--- config.mk ---
export PLATFORM = sky130hd
export DESIGN_NAME = fix2flt_pipe
export DESIGN_NICKNAME = d
export VERILOG_FILES = /design/src/rtl/fix2flt_pkg.sv /design/src/rtl/fix2flt_pipe_lzc_tree.sv /design/src/rtl/fix2flt_pipe.sv
export SDC_FILE = /design/constraint.sdc
export NUM_CORES = 1
export LEC_CHECK = 0
export BUFFER_PORTS_ARGS = -buffer_cell sky130_fd_sc_hd__buf_2
export CORE_MARGIN = 4
export CORE_UTILIZATION = 39
export DETAILED_ROUTE_END_ITERATION = 12
export PLACE_DENSITY = 0.64
export SLEW_MARGIN = 25
export SYNTH_ARGS = -nofsm -noshare
export SYNTH_HDL_FRONTEND = slang
export SYNTH_SLANG_ARGS = --single-unit
--- constraint.sdc ---
create_clock -name clk -period 2.4 [get_ports clk]
set_input_delay 0.48 -clock clk [delete_from_list [all_inputs] [get_ports clk]]
set_output_delay 0.48 -clock clk [all_outputs]
set_load 0.02 [all_outputs]
--- src/rtl/fix2flt_pkg.sv ---
// Shared float32 definitions for the SZ float-side blocks.
// Holds field widths, exponent bias and the packed float32 layout.
package fix2flt_pkg;

    localparam int FLT_EXP_W = 8;
    localparam int FLT_MAN_W = 23;
    localparam int FLT_BIAS  = 127;

    typedef struct packed {
        logic                 sign;
        logic [FLT_EXP_W-1:0] exp;
        logic [FLT_MAN_W-1:0] man;
    } flt32_t;

endpackage

--- src/rtl/fix2flt_pipe_lzc_tree.sv ---
// Combinational leading-zero counter; an all-zero word counts as W.
// The highest set bit wins because later loop iterations override.
module lzc_tree #(
    parameter int W = 32,
    localparam int CW = $clog2(W + 1)
) (
    input  logic [W-1:0]  din,
    output logic [CW-1:0] cnt
);

    always_comb begin
        cnt = CW'(W);
        for (int i = 0; i < W; i++) begin
            if (din[i]) cnt = CW'(W - 1 - i);
        end
    end

endmodule

--- src/rtl/fix2flt_pipe.sv ---
// Four-stage fixed-point to float32 converter with valid/ready on both sides.
// Stages: sign/magnitude, leading-zero count, normalise, round-and-pack.
module fix2flt_pipe
    import fix2flt_pkg::*;
#(
    parameter int IN_W   = 32,
    parameter int FRAC_W = 0,
    parameter int SIGNED = 1
) (
    input  logic            clk,
    input  logic            rst,
    input  logic            s_valid,
    output logic            s_ready,
    input  logic [IN_W-1:0] s_data,
    output logic            m_valid,
    input  logic            m_ready,
    output logic [31:0]     m_data
);

    localparam int LZ_W  = $clog2(IN_W + 1);
    localparam int EXT_W = (IN_W > 26) ? IN_W : 26;
    localparam int EBASE = FLT_BIAS + IN_W - 1 - FRAC_W;

    generate
        if (IN_W < 2 || IN_W > 64 || FRAC_W < 0 || FRAC_W > 64 ||
            FLT_BIAS + IN_W - FRAC_W > 254 ||
            IN_W - 1 - FRAC_W < -126) begin : g_bad_params
            $error("fix2flt_pipe: illegal IN_W/FRAC_W combination");
        end
    endgenerate

    logic v1, v2, v3, v4;
    logic en1, en2, en3, en4;

    // A stage may load when empty or when its occupant moves on.
    assign en4 = !v4 || m_ready;
    assign en3 = !v3 || en4;
    assign en2 = !v2 || en3;
    assign en1 = !v1 || en2;

    assign s_ready = en1;
    assign m_valid = v4;

    always_ff @(posedge clk) begin
        if (rst) begin
            v1 <= 1'b0;
            v2 <= 1'b0;
            v3 <= 1'b0;
            v4 <= 1'b0;
        end else begin
            if (en1) v1 <= s_valid;
            if (en2) v2 <= v1;
            if (en3) v3 <= v2;
            if (en4) v4 <= v3;
        end
    end

    logic            sign_in;
    logic [IN_W-1:0] mag_in;

    assign sign_in = (SIGNED != 0) && s_data[IN_W-1];
    assign mag_in  = sign_in ? -s_data : s_data;

    logic            sign1, zero1;
    logic [IN_W-1:0] mag1;
    logic            sign2, zero2;
    logic [IN_W-1:0] mag2;
    logic [LZ_W-1:0] lz2;
    logic            sign3, zero3;
    logic [IN_W-1:0] norm3;
    logic [8:0]      exp3;
    logic [LZ_W-1:0] lz_c;

    lzc_tree #(.W(IN_W)) u_lzc (
        .din (mag1),
        .cnt (lz_c)
    );

    always_ff @(posedge clk) begin
        if (en1) begin
            sign1 <= sign_in;
            mag1  <= mag_in;
            zero1 <= (mag_in == '0);
        end
        if (en2) begin
            sign2 <= sign1;
            mag2  <= mag1;
            zero2 <= zero1;
            lz2   <= lz_c;
        end
        if (en3) begin
            sign3 <= sign2;
            zero3 <= zero2;
            norm3 <= mag2 << lz2;
            exp3  <= 9'(EBASE) - 9'(lz2);
        end
    end

    // Pad narrow words so guard and sticky always have a home.
    logic [EXT_W-1:0] ext;
    logic [23:0]      sig;
    logic             guard, sticky, inc;
    logic [24:0]      sum;
    flt32_t           res, out4;

    always_comb begin
        ext    = EXT_W'(norm3) << (EXT_W - IN_W);
        sig    = ext[EXT_W-1 -: 24];
        guard  = ext[EXT_W-25];
        sticky = |ext[EXT_W-26:0];
        inc    = guard && (sticky || sig[0]);
        sum    = {1'b0, sig} + 25'(inc);
        res      = '0;
        res.sign = sign3;
        res.exp  = sum[24] ? exp3[7:0] + 8'd1 : exp3[7:0];
        res.man  = sum[22:0];
        if (zero3) res = '0;
    end

    logic unused_bits;
    assign unused_bits = ^{sum[23], exp3[8]};

    always_ff @(posedge clk) begin
        if (rst) out4 <= '0;
        else if (en4) out4 <= res;
    end

    assign m_data = out4;

endmodule

==> metrics.txt, run 1 <==
status complete, no violations; WL/cell 14.57 um; overall power 8.126 mW; Max rail drop VDD 0.0004453 V; static leakage 3.963 nW; Setup crit start s_data[25]; Antenna Cells 0; layout cells sized above 1 30.49%; crit-path max FO 2; core area 0.02049 mm2; Worst Skew 5.750 ps; yosys warns 0; # setup viols final 0; Clock Sinks 152; cell area after synthesis 0.008205 mm2; Seq/Total Area, Yosys 51.24%; HPWL after detailed placement 12.87 mm; H-Tree Depth 4; DRT iter0 DRCs 369; Die Y 153.1 um; I/O Buffers 69; R2R Setup Slk 140 ps; CP arrival 2550 ps; Worst Setup Start Kind input port; DIE AREA 0.02342 mm2; placement row count 52; Worst-path clk slew 60 ps; XOR/XNOR Fraction of Synth Area 6.618%; hold path start s_valid; number of flops mapped to enable cells by yosys 116; Post-synth top flop edfxtp_1; slew margin rel. 44.60%; Final Wtd Congestion 0.8881; Synth Area in Adders 0.6099%; worst-skew pair later-pin latency 420 ps; Area Overhead vs Synth 24.52%; fin crit period 2308 ps; CP Class in2reg; drt drc 0; pre-CTS setup slack -327.6 ps; mux contribution to synthesized area 12.85%; Die X 153.1 um; Fill cells 1821; TritonCTS Buffers 17; setup ws final 92.24 ps; Hold WS 291.8 ps; first-pass GRT wire length 27.93 mm; Pins Over Slew Limit 0; total grt overflow 0; Worst R2R End ext[27]; Initial Utilization 40.04%; worst r2r src lz2[0]; router iterations before antenna repair 4; Hold Path End v1; R2R cell count 9; flops & latches, synth 152; max cap viols 0; number of global-route vias before repair 5748; ANT nets after route 0; Min-Delay Path Class in2reg; Synth Area in Compound Gates 10.23%; largest family of logic cells by synthesized area simple AND/OR/NAND/NOR gates; Crit. End Element register; vias per cell 5.161; most frequent cells in the layout edfxtp_1 (116), buf_4 (91), nor2_1 (74), buf_2 (69), nand2_1 (60); pin count of the biggest net entering global routing 43; post-synthesis simple-gate area fraction 15.81%; worst-margin pin slew 831.0 ps; Boundary Pins 70; initial antenna violation count 0; Max Buffers Root-to-Sink 2; GRT Total Usage 14.37%; fmax 433.3 MHz; final hold vios 0; Worst Hold Depth 3; Yosys cell types 60; # hold bufs at CTS 0; CP required 2650 ps; via count 5930; fin crit share 96.16%; async set or reset register ratio after synthesis 0%; final wirelength 16.75 mm; commonest non-fill, non-tap cell in the layout edfxtp_1; Root Buffer clkbuf_16; NumNets Final 906; syn_area_per_cell 11.38 um2; TritonCTS clock tree done; Cells after Synth 721; cell area power density 795.3 mW/mm2; Net Count, Synth 761
==> worst max-delay path, cell delays in order <==
cell and delay [ps]:
buf_2 110, or4_2 690, o41ai_4 380, xnor2_2 110, or4_1 530, nor4_2 250
==> area by class of cell <==
class                   count  area [um2]  area share [%]
repair buffers            165        1114           10.90
multi-input cells         513        3870           37.88
clock buffers              24       511.7           5.009
inverters                  17       63.81          0.6245
clock inverters             8       115.1           1.127
flip-flops and latches    152        4205           41.16
well taps                 270       337.8           3.306
==> where the power goes <==
part / leakage, nW / switching (mW) / internal [mW]
clock: 0.307 / 0.970 / 1.79
sequential: 1.54 / 0.292 / 3.29
combinational: 2.11 / 0.886 / 0.901
==> stage by stage <==
step / area (um2) / instances / setup TNS, ps / util (%)
4_1_cts: 10120 / 1143 / 0 / 49.37
2_1_floorplan: 8240 / 721 / -7529 / -
3_5_place_dp: 9492 / 1111 / -836.4 / 46.31
5_1_grt: 10220 / 1149 / -29.03 / 49.85
3_3_place_gp: 9492 / 1111 / -743.3 / 46.31
6_report: 10220 / 1149 / 0 / 49.85
==> flip-flops by register name, summed over array words and instances (netlist names) <==
name	cells
sign3	1
zero1	1
zero3	1
mag2	32
v3	1
zero2	1
m_data	32
m_valid	1
mag1	32
v2	1
exp3	8
sign2	1
sign1	1
v1	1
lz2	6
ext	32
==> timing repair <==
| item | 4_1_cts | 5_1_grt |
|---|---|---|
| setup buffers | 0 | 6 |
| pin swaps | 1 | 9 |
| hold endpoints to repair | 0 | 0 |
| endpoints found under the setup margin | 1 | 12 |
| gates resized for setup | 0 | 14 |
==> synthesized netlist by cell type (6+ instances only) <==
cell type / n / area [um2]
edfxtp_1: 116 / 3483
nor2_1: 76 / 285.3
nand2_1: 61 / 229.0
xnor2_1: 48 / 420.4
o21ai_0: 40 / 200.2
dfxtp_1: 36 / 720.7
mux2i_1: 30 / 300.3
a21oi_1: 29 / 145.1
clkbuf_1: 28 / 105.1
mux4_2: 28 / 630.6
nand3_1: 19 / 95.09
inv_1: 17 / 63.81
nor4_1: 17 / 106.4
xor2_1: 14 / 122.6
a22oi_1: 13 / 97.59
mux2_2: 11 / 123.9
o31ai_1: 11 / 82.58
nor3_1: 10 / 50.05
or3_1: 8 / 50.05
nand4_1: 7 / 43.79
nor2b_1: 7 / 43.79
buf_1: 6 / 22.52
or4_1: 6 / 45.04
==> worst max path at each step <==
stage,endpoint,slack [ps],cells after the start
floorplan,mag1[0],-220,3
global placement,zero1,-300,8
detailed placement,zero1,-330,7
CTS,m_data[30],6,10
global route,m_data[28],-20,10
finish,zero1,90,6
==> cells by family after synthesis <==
| logic type | after synthesis |
|---|---|
| AND/OR/NAND/NOR | 249 |
| flip-flops | 152 |
| AO/OA/AOI/OAI | 129 |
| multiplexers | 69 |
| XOR/XNOR | 62 |
| buffers and inverters | 56 |
| adder cells (fa/ha/maj) | 4 |
==> routing by layer <==
metal | part of all wire (%) | GRT usage (%)
met5 | 0 | 0
met2 | 50 | 24.53
met4 | 1.9 | 5.006
met3 | 4.0 | 2.940
met1 | 45 | 18.22
No activity file was read; power rests on OpenSTA's default activity.
==> inputs of run 2 (changes only) <==
CORE_UTILIZATION = 54   (was 39)
PLACE_DENSITY = default   (was 0.64)
PLACE_DENSITY_LB_ADDON = 0.3   (was default)
SLEW_MARGIN = default   (was 25)
==> metrics.txt, run 2 (same netlist as run 1, synthesis figures left out) <==
status complete, no violations (unchanged); H-Tree Depth 4 (unchanged); metal2 WL 9.831 mm (was 8.293 mm); Reg power frac 44.6% (was 44.1%); vias per cell 5.804 (was 5.161); fin crit share 96.12% (was 96.16%); worst-margin pin slew 738.6 ps (was 831.0 ps); Die X 131.3 um (was 153.1 um); overall power 8.057 mW (was 8.126 mW); unrepaired setup endpoints after global routing yes; placement row count 44 (was 52); setup ws final 93.09 ps (was 92.24 ps); cell area power density 797.3 mW/mm2 (was 795.3 mW/mm2); NumNets Final 908 (was 906); Max rail drop VDD 0.0004805 V (was 0.0004453 V); # hold bufs at CTS 0 (unchanged); Hold WS 296.1 ps (was 291.8 ps); Placed Area 0.009414 mm2 (was 0.009492 mm2); Worst Skew 5.302 ps (was 5.750 ps); Min-Delay Path Class in2reg (unchanged); final hold vios 0 (unchanged); Int Power 5.827 mW (was 5.979 mW); ANT nets after route 0 (unchanged); pin count of the biggest net entering global routing 45 (was 43); Boundary Pins 70 (unchanged); worst r2r src ext[8] (was lz2[0]); Initial Utilization 55.82% (was 40.04%); Sw Ratio 27.68% (was 26.42%); Root Buffer clkbuf_16 (unchanged); Crit. End Element register (unchanged); Final Wtd Congestion 0.9087 (was 0.8881); Worst Setup Start Kind input port (unchanged); Worst-path clk slew 60 ps (about the same); Met1 Wirelength 6.658 mm (was 7.454 mm); Pins Over Slew Limit 0 (unchanged); first-pass GRT wire length 29.55 mm (was 27.93 mm); static leakage 3.963 nW (about the same); crit-path max FO 4 (was 2); layout cells sized above 1 30.65% (was 30.49%); Max Used Layer met4 (unchanged); router iterations before antenna repair 4 (unchanged); Fill cells 1078 (was 1821); via count 6181 (was 5930); dpl cells 1029 (was 1111); # setup viols final 0 (unchanged); hold path start s_valid (unchanged); DRT iter0 DRCs 620 (was 369); Area Overhead vs Synth 23.16% (was 24.52%); slew margin rel. 50.31% (was 44.60%); Cell Count, Final, Fillers Out 1065 (was 1149); final wirelength 17.74 mm (was 16.75 mm); Sum Neg Setup Slack 0 ps (unchanged); pre-CTS setup slack -367.0 ps (was -327.6 ps); CP required 2640 ps (was 2650 ps); DIE AREA 0.01723 mm2 (was 0.02342 mm2); met3 wire len 628 um (was 675 um); Die Y 131.3 um (was 153.1 um); worst-skew pair later-pin latency 420 ps (about the same); WL/cell 16.65 um (was 14.57 um); TritonCTS Buffers 17 (unchanged); HPWL after detailed placement 13.42 mm (was 12.87 mm); Switch Pwr 2.230 mW (was 2.147 mW); Design Area, Final 0.01011 mm2 (was 0.01022 mm2); CP Class in2reg (unchanged); fin crit period 2307 ps (was 2308 ps); drt drc 0 (unchanged); Clk pwr share 32.4% (was 34.0%); commonest non-fill, non-tap cell in the layout edfxtp_1 (unchanged); core area 0.01470 mm2 (was 0.02049 mm2); fmax 433.5 MHz (was 433.3 MHz); I/O Buffers 69 (unchanged); Antenna Cells 0 (unchanged); number of global-route vias before repair 6271 (was 5748); most frequent cells in the layout edfxtp_1 (116), buf_4 (92), nor2_1 (75), buf_2 (69), nand2_1 (60) (was edfxtp_1 (116), buf_4 (91), nor2_1 (74), buf_2 (69), nand2_1 (60)); Comb pwr share 23.0% (was 22.0%); Clock Sinks 152 (unchanged); total grt overflow 0 (unchanged); GRT Total Usage 20.99% (was 14.37%); TritonCTS clock tree done (unchanged); CP arrival 2550 ps (about the same); Max Buffers Root-to-Sink 2 (unchanged); max cap viols 0 (unchanged); utilization after layout 68.75% (was 49.85%); Setup crit start s_data[3] (was s_data[25]); initial antenna violation count 0 (unchanged)
## run 2: cell types whose count changed in the layout (fill, tap and decap cells not counted), moves of 2 or more
cell and delta:
clkinvlp_4 +3, nor3_1 -2, mux2i_1 +2, nor3_2 +2
mux2i_2 -2, clkbuf_8 -6, clkinv_2 +2
## run 2: layer usage
| metal | up-vias | global-route usage, % |
|---|---|---|
| li1 | 3002 | - |
| met1 | 2956 | 22.16 |
| met2 | 181 | 39.86 |
| met3 | 42 | 3.784 |
| met4 | 0 | 10.74 |
| met5 | - | 0 |
## run 2: final timing paths
path	end	slack (ps)	cells past startpoint
max	zero1	90	8
min	v1	300	3
max reg2reg	m_data[26]	90	10
min reg2reg	sign2	420	0
## run 2: area by class of cell
cell class	instances	area (um2)	share of cell area, %
sequential	152	4205	41.61
multi-input combinational	513	3869	38.28
timing repair buffer	167	1152	11.40
clock buffer	17	425.4	4.210
tap	184	230.2	2.278
clock inverter	15	160.2	1.585
inverter	17	63.81	0.6314
## run 2: critical path: stages
cell and delay, ps:
buf_2 120, nor4_4 400, or3b_4 450, o21a_1 200, nor3_2 100, a31oi_1 90, or4_1 450, nor4_2 260
## run 2: what timing repair did
action / 4_1_cts / 5_1_grt
gates resized for setup: 4 / 12
pin swaps: 2 / 4
buffers inserted: 0 / 3
hold endpoints to repair: 0 / 0
setup endpoints to repair: 6 / 16
gates cloned: 0 / 1
## run 2: power groups by stage
| stage | combinational [mW] | sequential [mW] | clock [mW] |
|---|---|---|---|
| floorplan | 1.08 | 3.66 | 0 |
| global placement | 1.76 | 3.60 | 0 |
| detailed placement | 1.79 | 3.63 | 0 |
| CTS | 1.81 | 3.59 | 2.65 |
| global route | 2.03 | 3.65 | 2.78 |
| finish | 1.85 | 3.59 | 2.61 |
==> inputs of run 3 (changes only) <==
clock period = 2.3 ns   (was 2.4 ns; I/O delays follow)
==> metrics.txt, run 3 (same netlist as run 1, synthesis figures left out) <==
Fill cells 1022 (was 1078); metal2 WL 10.19 mm (was 9.831 mm); Max Buffers Root-to-Sink 2 (unchanged); Crit. End Element register (unchanged); status finished with violations (was complete, no violations); # hold bufs at CTS 0 (unchanged); NumNets Final 928 (was 908); core area 0.01470 mm2 (unchanged); commonest non-fill, non-tap cell in the layout edfxtp_1 (unchanged); unrepaired setup endpoints after global routing yes (unchanged); cell area power density 845.4 mW/mm2 (was 797.3 mW/mm2); final hold vios 0 (unchanged); final wirelength 18.74 mm (was 17.74 mm); CP required 2600 ps (was 2640 ps); TritonCTS clock tree done (unchanged); Clock Sinks 152 (unchanged); utilization after layout 70.91% (was 68.75%); layout cells sized above 1 33.96% (was 30.65%); Max rail drop VDD 0.0005276 V (was 0.0004805 V); Met1 Wirelength 6.854 mm (was 6.658 mm); placement row count 44 (unchanged); DRT iter0 DRCs 384 (was 620); Max Used Layer met4 (unchanged); failing checks setup timing; CP Class reg2reg (was in2reg); total grt overflow 0 (unchanged); first-pass GRT wire length 29.94 mm (was 29.55 mm); initial antenna violation count 0 (unchanged); # setup viols final 6 (was 0); number of global-route vias before repair 6371 (was 6271); fin crit share 102.2%; slew margin rel. 65.58% (was 50.31%); drt drc 0 (unchanged); Root Buffer clkbuf_16 (unchanged); worst-skew pair later-pin latency 430 ps (was 420 ps); met3 wire len 773 um (was 628 um); Worst Setup Start Kind register (was input port); setup ws final -49.73 ps (was 93.09 ps); Sum Neg Setup Slack -153.0 ps (was 0 ps); crit-path max FO 3 (was 4); Die X 131.3 um (unchanged); HPWL after detailed placement 13.73 mm (was 13.42 mm); via count 6301 (was 6181); I/O Buffers 69 (unchanged); ANT nets after route 0 (unchanged); fmax 425.6 MHz; Placed Area 0.009485 mm2 (was 0.009414 mm2); TritonCTS Buffers 17 (unchanged); pre-CTS setup slack -434.8 ps (was -367.0 ps); Hold WS 262.8 ps (was 296.1 ps); Worst Skew 6.897 ps (was 5.302 ps); router iterations before antenna repair 6 (was 4); vias per cell 5.807 (was 5.804); CP arrival 2650 ps (was 2550 ps); H-Tree Depth 4 (unchanged); WL/cell 17.28 um (was 16.65 um); Die Y 131.3 um (unchanged); Pins Over Slew Limit 0 (unchanged); Boundary Pins 70 (unchanged); static leakage 4.122 nW (was 3.963 nW); Design Area, Final 0.01042 mm2 (was 0.01011 mm2); Initial Utilization 55.82% (unchanged); GRT Total Usage 21.45% (was 20.99%); Worst-path clk slew 60 ps (about the same); DIE AREA 0.01723 mm2 (unchanged); Area Overhead vs Synth 27.02% (was 23.16%); fin crit period 2350 ps; Antenna Cells 0 (unchanged); Final Wtd Congestion 0.9496 (was 0.9087); most frequent cells in the layout edfxtp_1 (116), buf_4 (112), nor2_1 (74), buf_2 (69), nand2_1 (60) (was edfxtp_1 (116), buf_4 (92), nor2_1 (75), buf_2 (69), nand2_1 (60)); pin count of the biggest net entering global routing 43 (was 45); worst-margin pin slew 511.6 ps (was 738.6 ps); Min-Delay Path Class in2reg (unchanged); max cap viols 0 (unchanged)
==> run 3: cell count changes in the layout (fill, tap and decap cells not counted), moves of 3 or more <==
cell | previous run | this run
buf_4 | 92 | 112
nand3_1 | 18 | 14
o21ai_0 | 38 | 34
o21ai_1 | 2 | 6
clkinv_2 | 4 | 1
nand3_2 | 1 | 4
o31ai_1 | 11 | 8
o31ai_2 | 0 | 3
==> run 3: final cells by class <==
class	instances	area, um2	area share [%]
clock buffer	17	425.4	4.082
clock inverter	15	224.0	2.149
inverter	17	63.81	0.6122
multi-input combinational	514	3991	38.30
sequential	152	4205	40.35
tap	184	230.2	2.209
timing repair buffer	186	1282	12.30
==> run 3: power by group <==
group / switching, mW / leakage, nW / total [mW] / internal [mW]
registers: 0.319 / 1.54 / 3.75 / 3.43
clock network: 1.08 / 0.304 / 3.01 / 1.92
logic: 1.02 / 2.28 / 2.06 / 1.03
total: 2.42 / 4.12 / 8.81 / 6.39
==> run 3: path summary, 6_finish.rpt <==
path | endpoint | slack (ps) | from | depth (start not counted)
max reg2reg | m_data[27] | -50 | ext[8] | 10
min reg2reg | zero3 | 420 | zero2 | 0
max | m_data[27] | -50 | ext[8] | 10
min | v1 | 260 | s_valid | 3
==> run 3: what timing repair did <==
action | 4_1_cts | 5_1_grt
endpoints found under the setup margin | 10 | 24
pin swaps | 4 | 14
gates resized for setup | 7 | 32
gates cloned | 0 | 2
buffers inserted | 1 | 11
endpoints found under the hold margin | 0 | 0
==> run 3: per-stage QoR <==
stage | total power, mW | std cells
detailed placement | 5.706 | 1039
global route | 9.207 | 1085
CTS | 8.746 | 1072
finish | 8.811 | 1085
floorplan | 4.953 | 721
global placement | 5.638 | 1039
==> run 3: routing by layer <==
| layer | global-route usage (%) | vias up |
|---|---|---|
| li1 | - | 3049 |
| met1 | 21.99 | 2978 |
| met2 | 40.47 | 211 |
| met3 | 4.664 | 63 |
| met4 | 11.84 | 0 |
| met5 | 0 | - |
==> run 3: critical path, stage by stage (launching register included) <==
cell and delay (ps):
edfxtp_1 370, and2_4 170, ha_4 150, nand3_4 90
or3_4 360, nor4_4 420, buf_4 190, and2_4 150
nand3_1 90, xor2_1 150, o21ai_1 80
